$ cat src/rtl/monitoreo_multicanal.sv
// Multi-channel temperature monitor: each channel classifies its samples
// against low/high thresholds (with optional hysteresis), counts consecutive
// same-side samples and raises an alert once the count reaches PERSIST.
module monitoreo_multicanal #(
  parameter int unsigned N_CH         = 4,
  parameter int unsigned TEMP_W       = 10,
  parameter int unsigned UMBRAL_BAJO  = 180,
  parameter int unsigned UMBRAL_ALTO  = 260,
  parameter int unsigned PERSIST      = 5,
  parameter int unsigned HYST         = 0,
  parameter int unsigned LATCH_ALERTA = 0
) (
  input  logic                     clk,
  input  logic                     srst,
  input  logic [N_CH*TEMP_W-1:0]   temp_entrada,
  input  logic [N_CH-1:0]          temp_valida,
  input  logic [N_CH-1:0]          alerta_clr,
  output logic [2*N_CH-1:0]        estado_actual,
  output logic [8*N_CH-1:0]        contador_salida,
  output logic [N_CH-1:0]          alerta,
  output logic [N_CH-1:0]          calefactor,
  output logic [N_CH-1:0]          ventilador,
  output logic                     alerta_global,
  output logic [3:0]               canal_alerta
);

  localparam int unsigned CNT_W         = 8;
  localparam int unsigned LIM_BAJO_HYST = UMBRAL_BAJO + HYST;
  // Clamp so a large band cannot underflow the high-side exit threshold.
  localparam int unsigned LIM_ALTO_HYST = (HYST > UMBRAL_ALTO) ? 0 : (UMBRAL_ALTO - HYST);
  localparam logic [CNT_W-1:0] PERSIST_C = CNT_W'(PERSIST);
  localparam bit LATCH_ON = (LATCH_ALERTA != 0);

  typedef enum logic [1:0] {
    ST_NORMAL = 2'b00,
    ST_BAJO   = 2'b01,
    ST_ALTO   = 2'b10,
    ST_ALERTA = 2'b11
  } estado_e;

  estado_e          st_q    [N_CH];
  estado_e          st_d    [N_CH];
  logic [CNT_W-1:0] cnt_q   [N_CH];
  logic [CNT_W-1:0] cnt_d   [N_CH];
  logic [N_CH-1:0]  lado_q, lado_d;
  logic [N_CH-1:0]  alerta_q, alerta_d;
  logic [N_CH-1:0]  calef_q, calef_d;
  logic [N_CH-1:0]  vent_q, vent_d;
  logic             global_q, global_d;
  logic [3:0]       canal_q, canal_d;

  int unsigned      temp_c  [N_CH];
  logic [N_CH-1:0]  lado_bajo_c, lado_alto_c, bajo_c, alto_c;

  // State, counters and registered outputs.
  always_ff @(posedge clk) begin
    if (srst) begin
      for (int i = 0; i < N_CH; i++) begin
        st_q[i]  <= ST_NORMAL;
        cnt_q[i] <= '0;
      end
      lado_q   <= '0;
      alerta_q <= '0;
      calef_q  <= '0;
      vent_q   <= '0;
      global_q <= 1'b0;
      canal_q  <= '0;
    end else begin
      for (int i = 0; i < N_CH; i++) begin
        st_q[i]  <= st_d[i];
        cnt_q[i] <= cnt_d[i];
      end
      lado_q   <= lado_d;
      alerta_q <= alerta_d;
      calef_q  <= calef_d;
      vent_q   <= vent_d;
      global_q <= global_d;
      canal_q  <= canal_d;
    end
  end

  // Per-channel sample classification and next state / lado / count.
  always_comb begin
    for (int i = 0; i < N_CH; i++) begin
      st_d[i]   = st_q[i];
      cnt_d[i]  = cnt_q[i];
      lado_d[i] = lado_q[i];

      temp_c[i]      = 32'(temp_entrada[i*TEMP_W +: TEMP_W]);
      lado_bajo_c[i] = (st_q[i] == ST_BAJO) || ((st_q[i] == ST_ALERTA) && !lado_q[i]);
      lado_alto_c[i] = (st_q[i] == ST_ALTO) || ((st_q[i] == ST_ALERTA) && lado_q[i]);
      bajo_c[i]      = (temp_c[i] < UMBRAL_BAJO) ||
                       (lado_bajo_c[i] && (temp_c[i] < LIM_BAJO_HYST));
      alto_c[i]      = !bajo_c[i] &&
                       ((temp_c[i] >= UMBRAL_ALTO) ||
                        (lado_alto_c[i] && (temp_c[i] >= LIM_ALTO_HYST)));

      if (LATCH_ON && alerta_clr[i] && (st_q[i] == ST_ALERTA)) begin
        // Clear wins over a same-cycle sample, which is dropped.
        st_d[i]  = ST_NORMAL;
        cnt_d[i] = '0;
      end else if (temp_valida[i]) begin
        if (!bajo_c[i] && !alto_c[i]) begin
          if (!(LATCH_ON && (st_q[i] == ST_ALERTA))) begin
            st_d[i]  = ST_NORMAL;
            cnt_d[i] = '0;
          end
        end else begin
          if ((st_q[i] != ST_NORMAL) && (lado_q[i] == alto_c[i])) begin
            cnt_d[i] = (cnt_q[i] >= PERSIST_C) ? PERSIST_C : (cnt_q[i] + CNT_W'(1));
          end else begin
            cnt_d[i]  = CNT_W'(1);
            lado_d[i] = alto_c[i];
          end
          if (cnt_d[i] == PERSIST_C) begin
            st_d[i] = ST_ALERTA;
          end else begin
            st_d[i] = lado_d[i] ? ST_ALTO : ST_BAJO;
          end
        end
      end
    end
  end

  // Output decode: per-channel flags from next state, summary from current flags.
  always_comb begin
    alerta_d = '0;
    calef_d  = '0;
    vent_d   = '0;
    canal_d  = '0;
    for (int i = 0; i < N_CH; i++) begin
      alerta_d[i] = (st_d[i] == ST_ALERTA);
      calef_d[i]  = (st_d[i] == ST_BAJO) || ((st_d[i] == ST_ALERTA) && !lado_d[i]);
      vent_d[i]   = (st_d[i] == ST_ALTO) || ((st_d[i] == ST_ALERTA) && lado_d[i]);
    end
    global_d = |alerta_q;
    // Scan downward so the lowest alerting channel wins.
    for (int i = N_CH - 1; i >= 0; i--) begin
      if (alerta_q[i]) begin
        canal_d = 4'(i);
      end
    end
  end

  // Pack per-channel registers onto the flat output buses.
  always_comb begin
    estado_actual   = '0;
    contador_salida = '0;
    for (int i = 0; i < N_CH; i++) begin
      estado_actual[2*i +: 2]       = st_q[i];
      contador_salida[8*i +: CNT_W] = cnt_q[i];
    end
  end

  assign alerta        = alerta_q;
  assign calefactor    = calef_q;
  assign ventilador    = vent_q;
  assign alerta_global = global_q;
  assign canal_alerta  = canal_q;

endmodule

$ cat config.mk
export PLATFORM = sky130hd
export DESIGN_NAME = monitoreo_multicanal
export DESIGN_NICKNAME = d
export VERILOG_FILES = /design/src/rtl/monitoreo_multicanal.sv
export SDC_FILE = /design/constraint.sdc
export NUM_CORES = 1
export LEC_CHECK = 0
export ABC_AREA = 0
export CORE_AREA = 2 2 93 95
export CTS_BUF_LIST = sky130_fd_sc_hd__clkbuf_8
export DETAILED_ROUTE_END_ITERATION = 8
export DIE_AREA = 0 0 95 97
export PLACE_DENSITY = 0.76
export SYNTH_ARGS = -nofsm -noshare
export SYNTH_HDL_FRONTEND = slang
export SYNTH_SLANG_ARGS = --single-unit
$ cat constraint.sdc
create_clock -name clk -period 4.3 [get_ports clk]
set_input_delay 0.645 -clock clk [delete_from_list [all_inputs] [get_ports clk]]
set_output_delay 0.645 -clock clk [all_outputs]
set_load 0.005 [all_outputs]
======== Word-level counts from Yosys, hierarchy flattened ========
Memory sizes are Yosys's and may differ from the RTL's.
Cells that the tools add are included.
cells by class
  multiplexer cells ....................... 74
  bitwise operators ....................... 8
  equality and inequality tests ........... 32
  reduce and logical (&&, ||, !) cells .... 84
  $add $sub $neg .......................... 4
  magnitude comparators ................... 12
operator list
  cell                 number
  $mux 8               28
  $mux 2               22
  $ge 10x9->1 const B  4
  $lt 10x8->1 const B  4
  $logic_and 1x1->1    36
  $add 8x1->8 const B  4
  $eq 2x2->1 const B   16
  $eq 8x3->1 const B   4
  $ge 8x3->1 const B   4
  $logic_or 1x1->1     24
  $mux 1               24
  $eq 2x1->1 const B   8
  $logic_not 1->1      16
  $or 1x1->1           8
  $reduce_bool 2->1    4
  $reduce_or 4->1      2
  $eq 1x1->1           4
  $reduce_or 3->1      1
  $reduce_or 2->1      1
storage, ports and cells
  memories kept ........................... 2
  input port bits ......................... 50
  output and inout bits ................... 57
  flip-flop bits (word level) ............. 21
  memory bits (writable) .................. 40
  logic and storage cells ................. 224
memory list
  name   words  bits a word  read ports  clocked after Yosys merged registers in  write ports  RTL line  text
  cnt_q  4      8            4           0                                        4            43        logic [CNT_W-1:0] cnt_q [N_CH];
  st_q   4      2            4           0                                        4            41        estado_e st_q [N_CH];

======== Longest topological paths before layout ========
Gate-level depths: netlist of run 1.
An unclocked memory read counts as a cell.
  depth after elaboration ................. 20
  depth in mapped cells ................... 7

======== Worst setup path before layout of run 1 ========
Ideal clock, no wire load.
  path kind ............................... input to register
  start ................................... in temp_entrada[26]
  end ..................................... reg calef_q[2] (netlist: calefactor[2])
  required time ........................... 4.154 ns
  setup slack ............................. 2.185 ns
  arrival time ............................ 1.970 ns
  path buffers ............................ 0
  stages .................................. 5
  cell sequence ........................... or4_1 o31ai_1 a2111oi_0 a211oi_1 a2111oi_0
between the ends
  cells in the longest elaborated chain, start to end .. 17
  elaborated cells between the ends (all ways) .. 30
RTL lines
  element                               RTL line  text
  from (decl)                           15        input logic [N_CH*TEMP_W-1:0] temp_entrada,
  $lt 10x8->1                           92, 93
  $logic_and 1x1->1                     93        (lado_bajo_c[i] && (temp_c[i] < LIM_BAJO_HYST));
  $logic_or 1x1->1                      92        bajo_c[i] = (temp_c[i] < UMBRAL_BAJO) ||
  $logic_not 1->1                       94, 103
  $logic_and 1x1->1                     94        alto_c[i] = !bajo_c[i] &&
  $eq 1x1->1                            109       if ((st_q[i] != ST_NORMAL) && (lado_q[i] == alto_c[i])) begin
  $logic_and 1x1->1                     109
  $mux 8 or $mux 1 (tied branches)      109
  $mux 8 or $mux 1 (tied branches)      103       if (!bajo_c[i] && !alto_c[i]) begin
  $mux 8 or $mux 1 (tied branches)      102       end else if (temp_valida[i]) begin
  $eq 8x3->1 or $mux 2 (tied branches)  115, 118
  $mux 2                                115       if (cnt_d[i] == PERSIST_C) begin
  $mux 2                                103
  $mux 2                                102
  $eq 2x2->1                            133       calef_d[i] = (st_d[i] == ST_BAJO) || ((st_d[i] == ST_ALERTA) && !lado_d[i]);
  $logic_and 1x1->1                     133
  $logic_or 1x1->1 (*)                  133
  to (signal assigned)                  75        calef_q <= calef_d;
  to (decl)                             47        logic [N_CH-1:0] calef_q, calef_d;
Every way passes the cells marked *; elsewhere a longest branch is shown, timed or not. The select of a mux whose other input is x is not followed.
A chain may end at the register's enable or synchronous reset.

======== Final worst setup path of run 1 ========
  start ................................... in temp_valida[2]
  end ..................................... reg calef_q[2] (netlist: calefactor[2])
between the ends
  cells in the longest elaborated chain, start to end .. 4
  elaborated cells between the ends (all ways) .. 7
RTL lines
  element                                        RTL line  text
  from (decl)                                    16        input logic [N_CH-1:0] temp_valida,
  $mux 2 or $mux 1 (tied branches)               102
  $eq 2x2->1 or $logic_not 1->1 (tied branches)  133
  $logic_and 1x1->1                              133
  $logic_or 1x1->1 (*)                           133
Every way passes the cells marked *; elsewhere a longest branch is shown, timed or not.

==> impl_results.md, run 1 <==
* Outcome: completed
* Initial Util at 0.355
* # IOs at around 110
* Grt total ovfl at 0
* Antenna cells at 0
* Die Footprint at 0.00922 mm^2
* Critical Setup Path Class: input port to flop
* Vias per cell at roughly 5.2
* DP Worst Slack at between 1000 and 1500 ps
* Core area at just over 0.008 mm^2
* Clock sink count at between 50 and 60
* Post-synth EDFFs at 0
* Worst skew pair latency at between 300 and 400 ps
* Worst EP arrival at between 2000 and 3000 ps
* Width of the die at ~95 um
* Most common cell after layout, fill and taps aside: clkdlybuf4s50_1
* Filler instances at ~760
* Area occupied by multi-input gates at between 0.0015 and 0.002 mm^2
* Row cnt at 33
* Required time worst endpoint at 4510 ps
* Routed Wire Length at between 6000 and 7000 um
* Largest cells by area after synthesis: dfxtp_1 (41%), ha_1 (5.2%), and2_1 (4.1%)
* # hold bufs at CTS at 0
* Remaining DRCs at 0
* Final Skew at around 7.6 ps
* Commonest non-fill, non-tap cells in the layout: clkdlybuf4s50_1 (92), dfxtp_1 (59), nor2_1 (28)
* DR vias at 2712
* Top cell type's share of synthesized area at 0.408
* Max-slew headroom at 0.535
* Initial antenna violation count at 0
* Share of post-route cells with drive strength above 1 at 0.0762
* Pwr/cell area at roughly 310 mW/mm^2
* Syn_area_per_cell at roughly 9.0 um^2
* Register Area at 0.00118 mm^2
* DRT iter0 DRCs at 55
* Number of global-route vias before repair at 2592
* Share of synthesized registers carrying an async set or reset at 0
* Synth Instances at 321
* Maximum clock path buffer count at 2
* Seq cells post-synth at between 50 and 60
* Setup slack after layout at 1760 ps
* Final setup viols at 0
* Die height at 97 um
* Synth area leader: dfxtp_1
* Synth cell types at 60
* Ys flop type: dfxtp_1
* Slew @ Worst Pin at between 600 and 700 ps
* Post-CTS setup buffers at 0
* Min Tclk post-route at between 2000 and 3000 ps
* Setup TNS at 0 ps
* Total GRT Usage at 0.155
* H-tree levels at 3
* Final slew viol count at 0
* I/O Buffers at between 90 and 100
* Post-Syn Area at 0.00289 mm^2
* RSZ-0062 raised after global routing: false
* Post-CTS resize count at 0
* TritonCTS clock tree: done
* Leak at between 0.0015 and 0.002 uW
* Maxcap violations at 0
* DR pass1 iterations at 4
* CTS root buf: clkbuf_8
* Gpl congestion at just over 0.8
* Detail Route Antenna Nets at 0
* Maximum VDD drop at ~0.15 mV
* Routed wire per std cell at 13.1 um
* Seq/Total Area, Yosys at 0.408
* Area Growth Syn to Fin at 42.7%
* Final hold vios at 0
* Crit-path max FO at 13
* Achievable frequency at 393 MHz
* First-pass GRT wire length at between 10000 and 15000 um
* Largest net degree at the start of global routing at 29
* Worst-path clk slew at around 70 ps
* HPWL Detailed at about 5200 um
* Synthesis warning total at 0
* Num CTS Buffers at 9
* Final worst-path cycle share at 0.591
* Worst Hold Class: flop to flop
* Final nets at roughly 480
* Critical path capture point type: flop
* CP Launch Type: input port
-- cells in the mapped netlist (3+ instances only) --
library cell,instances
dfxtp_1,59
nor2_1,28
inv_1,22
a21oi_1,21
and2_1,19
nand2_1,17
nor3_1,13
ha_1,12
o21ai_0,10
nor2b_1,8
a211oi_1,6
clkbuf_1,6
nand2b_1,6
nand4_1,5
nor4_1,5
a2111oi_0,4
o31ai_1,4
or3_1,4
or4_1,4
xnor2_1,4
a211o_1,3
a211oi_2,3
a21o_1,3
nand3_1,3
o211a_1,3
o21bai_1,3
o32ai_1,3
o41ai_2,3
-- state kept, by name, indices dropped and copies added, names as in the netlist --
| name | cells |
|---|---|
| alerta | 4 |
| alerta_global | 1 |
| calefactor | 4 |
| canal_alerta | 2 |
| cnt_q | 32 |
| lado_q | 4 |
| st_q | 8 |
| ventilador | 4 |
-- metrics by stage --
stage,total power [uW],instances,util,hold slack [ps],cell area [um^2]
floorplan,669,322,-,450,2900
global placement,750,510,0.481,457,3910
detailed placement,755,510,0.481,469,3910
CTS,1310,525,0.507,488,4130
global route,1350,525,0.507,511,4130
finish,1290,525,0.507,478,4130
-- report_power, final --
group	switching, uW	total (uW)	internal, uW
registers	16.2	579	563
clock network	213	550	337
logic	76.1	164	87.4
total	306	1290	987
-- area by class of cell --
cell class / instances / share of cell area
Clock buffer: 10 / 0.0334
Clock inverter: 5 / 0.0188
Inverter: 22 / 0.0200
Multi-Input combinational cell: 231 / 0.385
Sequential cell: 59 / 0.286
Tap cell: 105 / 0.0318
Timing Repair Buffer: 93 / 0.225
-- kinds of logic after synthesis --
logic type / share of synthesized area
AND/OR/NAND/NOR: 0.235
AO/OA/AOI/OAI: 0.235
flip-flops: 0.408
buffers and inverters: 0.0441
adder cells (fa/ha/maj): 0.0519
XOR/XNOR: 0.0121
multiplexers: 0.0125
other: 0.00130
-- critical path, cell delays in order --
cell,delay [ps]
clkdlybuf4s50_1,730
inv_1,190
a2111oi_0,560
a211oi_1,230
a2111oi_0,390
-- metal layers --
layer / GRT usage / vias up / wire length (um)
li1: - / 1356 / -
met1: 0.195 / 1263 / 3220
met3: 0.0405 / 8 / 388
met2: 0.249 / 85 / 3170
met5: 0 / - / 0
met4: 0.0635 / 0 / 92
-- path summary, 6_finish.rpt --
kind / start / to / slack (ps) / cells past startpoint
setup reg to reg: cnt_q[2][0] / ventilador[2] / 2170 / 6
setup / recovery: temp_valida[2] / calefactor[2] / 1760 / 5
hold reg to reg: cnt_q[0][6] / cnt_q[0][6] / 480 / 1
hold / removal: cnt_q[0][6] / cnt_q[0][6] / 480 / 1
Power figures use the tool's default switching activity.
==> inputs of run 2 (changes only) <==
==> constraint.sdc (replaced) <==
create_clock -name clk -period 2.37 [get_ports clk]
set_input_delay 0.3555 -clock clk [delete_from_list [all_inputs] [get_ports clk]]
set_output_delay 0.3555 -clock clk [all_outputs]
set_load 0.005 [all_outputs]
==> impl_results.md, run 2 (synthesized netlist as in run 1, its figures left out) <==
* Initial antenna violation count at 0 (unchanged)
* Slew @ Worst Pin at 625 ps (was 695 ps)
* Area Growth Syn to Fin at 47.8% (was 42.7%)
* Outcome: completed (unchanged)
* Worst hold path startpoint: cnt_q[0][3] (was cnt_q[0][6])
* Register Area at 0.00118 mm^2 (unchanged)
* Worst-path clk slew at 70 ps (about the same)
* Maxcap violations at 0 (unchanged)
* Worst EP arrival at 2330 ps (was 2750 ps)
* Min Tclk post-route at between 2000 and 2500 ps
* Critical Setup Path Class: input port to flop (unchanged)
* Final core utilization at 0.525 (was 0.507)
* FF-to-FF End: ventilador[2] (unchanged)
* Share of post-route cells with drive strength above 1 at 0.104 (was 0.0762)
* Most common cell after layout, fill and taps aside: clkdlybuf4s50_1 (unchanged)
* Final Skew at 5.01 ps (was 7.61 ps)
* Core area at 0.00813 mm^2 (unchanged)
* Width of the die at 95 um (unchanged)
* Area occupied by multi-input gates at 0.00159 mm^2 (unchanged)
* Max stage delay on crit path at 530 ps (was 730 ps)
* Required time worst endpoint at 2580 ps (was 4510 ps)
* HPWL Detailed at 5400 um (was 5210 um)
* Pwr/cell area at 594 mW/mm^2 (was 313 mW/mm^2)
* CP Launch Type: input port (unchanged)
* Largest net degree at the start of global routing at 31 (was 29)
* DR vias at 2779 (was 2712)
* Crit-path slowest cell: or4_1 (was clkdlybuf4s50_1)
* Row cnt at 33 (unchanged)
* Design Area, Final at 0.00427 mm^2 (was 0.00413 mm^2)
* Worst skew pair latency at 330 ps (about the same)
* Worst path cell trace: clkdlybuf4s50_1, or4_1, o31ai_1, a2111oi_0, a211oi_1, buf_4, nor2_1 (was clkdlybuf4s50_1, inv_1, a2111oi_0, a211oi_1, a2111oi_0)
* Final slew viol count at 0 (unchanged)
* Gpl congestion at 0.822 (was 0.813)
* Max reg flops at 32 (unchanged)
* Top flop regs: cnt_q (32), st_q (8) (unchanged)
* Maximum VDD drop at 0.289 mV (was 0.147 mV)
* First-pass GRT wire length at 11700 um (was 11600 um)
* H-tree levels at 3 (unchanged)
* Filler instances at 746 (was 755)
* Vias per cell at 5.17 (about the same)
* Leak at 0.00165 uW (was 0.00156 uW)
* Antenna cells at 0 (unchanged)
* Grt total ovfl at 0 (unchanged)
* Achievable frequency at 471 MHz
* WHS Path Cells at 2 (was 1)
* R2r startpoint: cnt_q[2][0] (unchanged)
* DR pass1 iterations at 5 (was 4)
* Overall power at 2540 uW (was 1290 uW)
* Switching Power at 562 uW (was 306 uW)
* Die Footprint at 0.00922 mm^2 (unchanged)
* Num CTS Buffers at 9 (unchanged)
* Post-CTS resize count at 0 (unchanged)
* Max-slew headroom at 0.573 (was 0.535)
* TritonCTS clock tree: done (unchanged)
* Combinational power share at 0.124 (was 0.127)
* Routed wire per std cell at 13.3 um (was 13.1 um)
* Crit path max-delay family: compound AO/OA/AOI/OAI gates (unchanged)
* Number of global-route vias before repair at 2593 (was 2592)
* # IOs at 107 (unchanged)
* Net Sw Frac at 0.221 (was 0.236)
* Commonest non-fill, non-tap cells in the layout: clkdlybuf4s50_1 (92), dfxtp_1 (59), nor2_1 (28) (unchanged)
* Final nets at 490 (was 478)
* Reg2reg setup slack at 260 ps (was 2170 ps)
* Final setup viols at 0 (unchanged)
* Remaining DRCs at 0 (unchanged)
* Die height at 97 um (unchanged)
* Final worst-path cycle share at 0.895
* Setup slack after layout at 248 ps (was 1760 ps)
* Final hold vios at 0 (unchanged)
* Maximum clock path buffer count at 2 (unchanged)
* Detail Route Antenna Nets at 0 (unchanged)
* Internal power at 1980 uW (was 987 uW)
* Initial Util at 0.355 (unchanged)
* RSZ-0062 raised after global routing: false (unchanged)
* Clock power share at 0.462 (was 0.426)
* R2R depth at 6 (unchanged)
* Crit-path max FO at 2 (was 13)
* Worst Hold Class: flop to flop (unchanged)
* Largest register by flop count: cnt_q (unchanged)
* Flop pwr share at 0.414 (was 0.448)
* Cell Area, Placed at 0.00401 mm^2 (was 0.00391 mm^2)
* Routed Wire Length at 7140 um (was 6880 um)
* # hold bufs at CTS at 0 (unchanged)
* DRT iter0 DRCs at 47 (was 55)
* Hold endpoint: cnt_q[0][3] (was cnt_q[0][6])
* DP Worst Slack at -70.3 ps (was 1450 ps)
* WHS at 457 ps (was 478 ps)
* Critical path capture point type: flop (unchanged)
* CTS root buf: clkbuf_8 (unchanged)
* I/O Buffers at 92 (unchanged)
* Total GRT Usage at 0.157 (was 0.155)
* Post-CTS setup buffers at 0 (unchanged)
* Crit path buffers/inverters at 2 (unchanged)
* Clock sink count at 59 (unchanged)
run 2: changes by cell type in the layout (fill, tap and decap cells not counted):
cell / change
buf_4: +11
clkinv_2: -1
clkinvlp_4: -1
clkbuf_8: +2
buf_12: +1
bufinv_16: +1
run 2: routing by layer:
layer	vias up	routed length, um	global-route usage
met5	-	0	0
met4	0	114	0.0780
met3	11	420	0.0366
met1	1292	3290	0.197
met2	91	3310	0.250
li1	1385	-	-
run 2: metrics by stage:
step	cells	setup TNS, ps
floorplan	322	0
global placement	522	-20.2
detailed placement	522	-182
CTS	538	0
global route	538	0
finish	538	0
run 2: area by class of cell:
class | count | area share
clock inverter | 4 | 0.0223
sequential | 59 | 0.276
inverter | 22 | 0.0193
clock buffer | 12 | 0.0387
multi-input combinational | 231 | 0.371
tap | 105 | 0.0307
timing repair buffer | 105 | 0.241
run 2: power by group through the flow:
stage | combinational, uW | clock [uW] | sequential [uW]
3_3_place_gp | 306 | 0 | 1070
2_1_floorplan | 145 | 0 | 1070
3_5_place_dp | 314 | 0 | 1070
4_1_cts | 316 | 1210 | 1050
6_report | 316 | 1170 | 1050
5_1_grt | 350 | 1240 | 1060
run 2: worst max path at each step:
stage,to,cells past startpoint,start,slack [ps]
5_1_grt,ventilador[2],6,cnt_q[2][0],70
2_1_floorplan,calefactor[0],6,cnt_q[0][0],430
3_3_place_gp,alerta[2],7,temp_entrada[26],-20
6_report,alerta[2],7,temp_entrada[26],250
4_1_cts,ventilador[2],6,cnt_q[2][0],260
3_5_place_dp,alerta[2],7,temp_entrada[26],-70
run 2: tightest hold or removal path: stages, from the launching register on:
cell and delay (ps):
dfxtp_1 320, nand2_1 50, o21ai_1 50
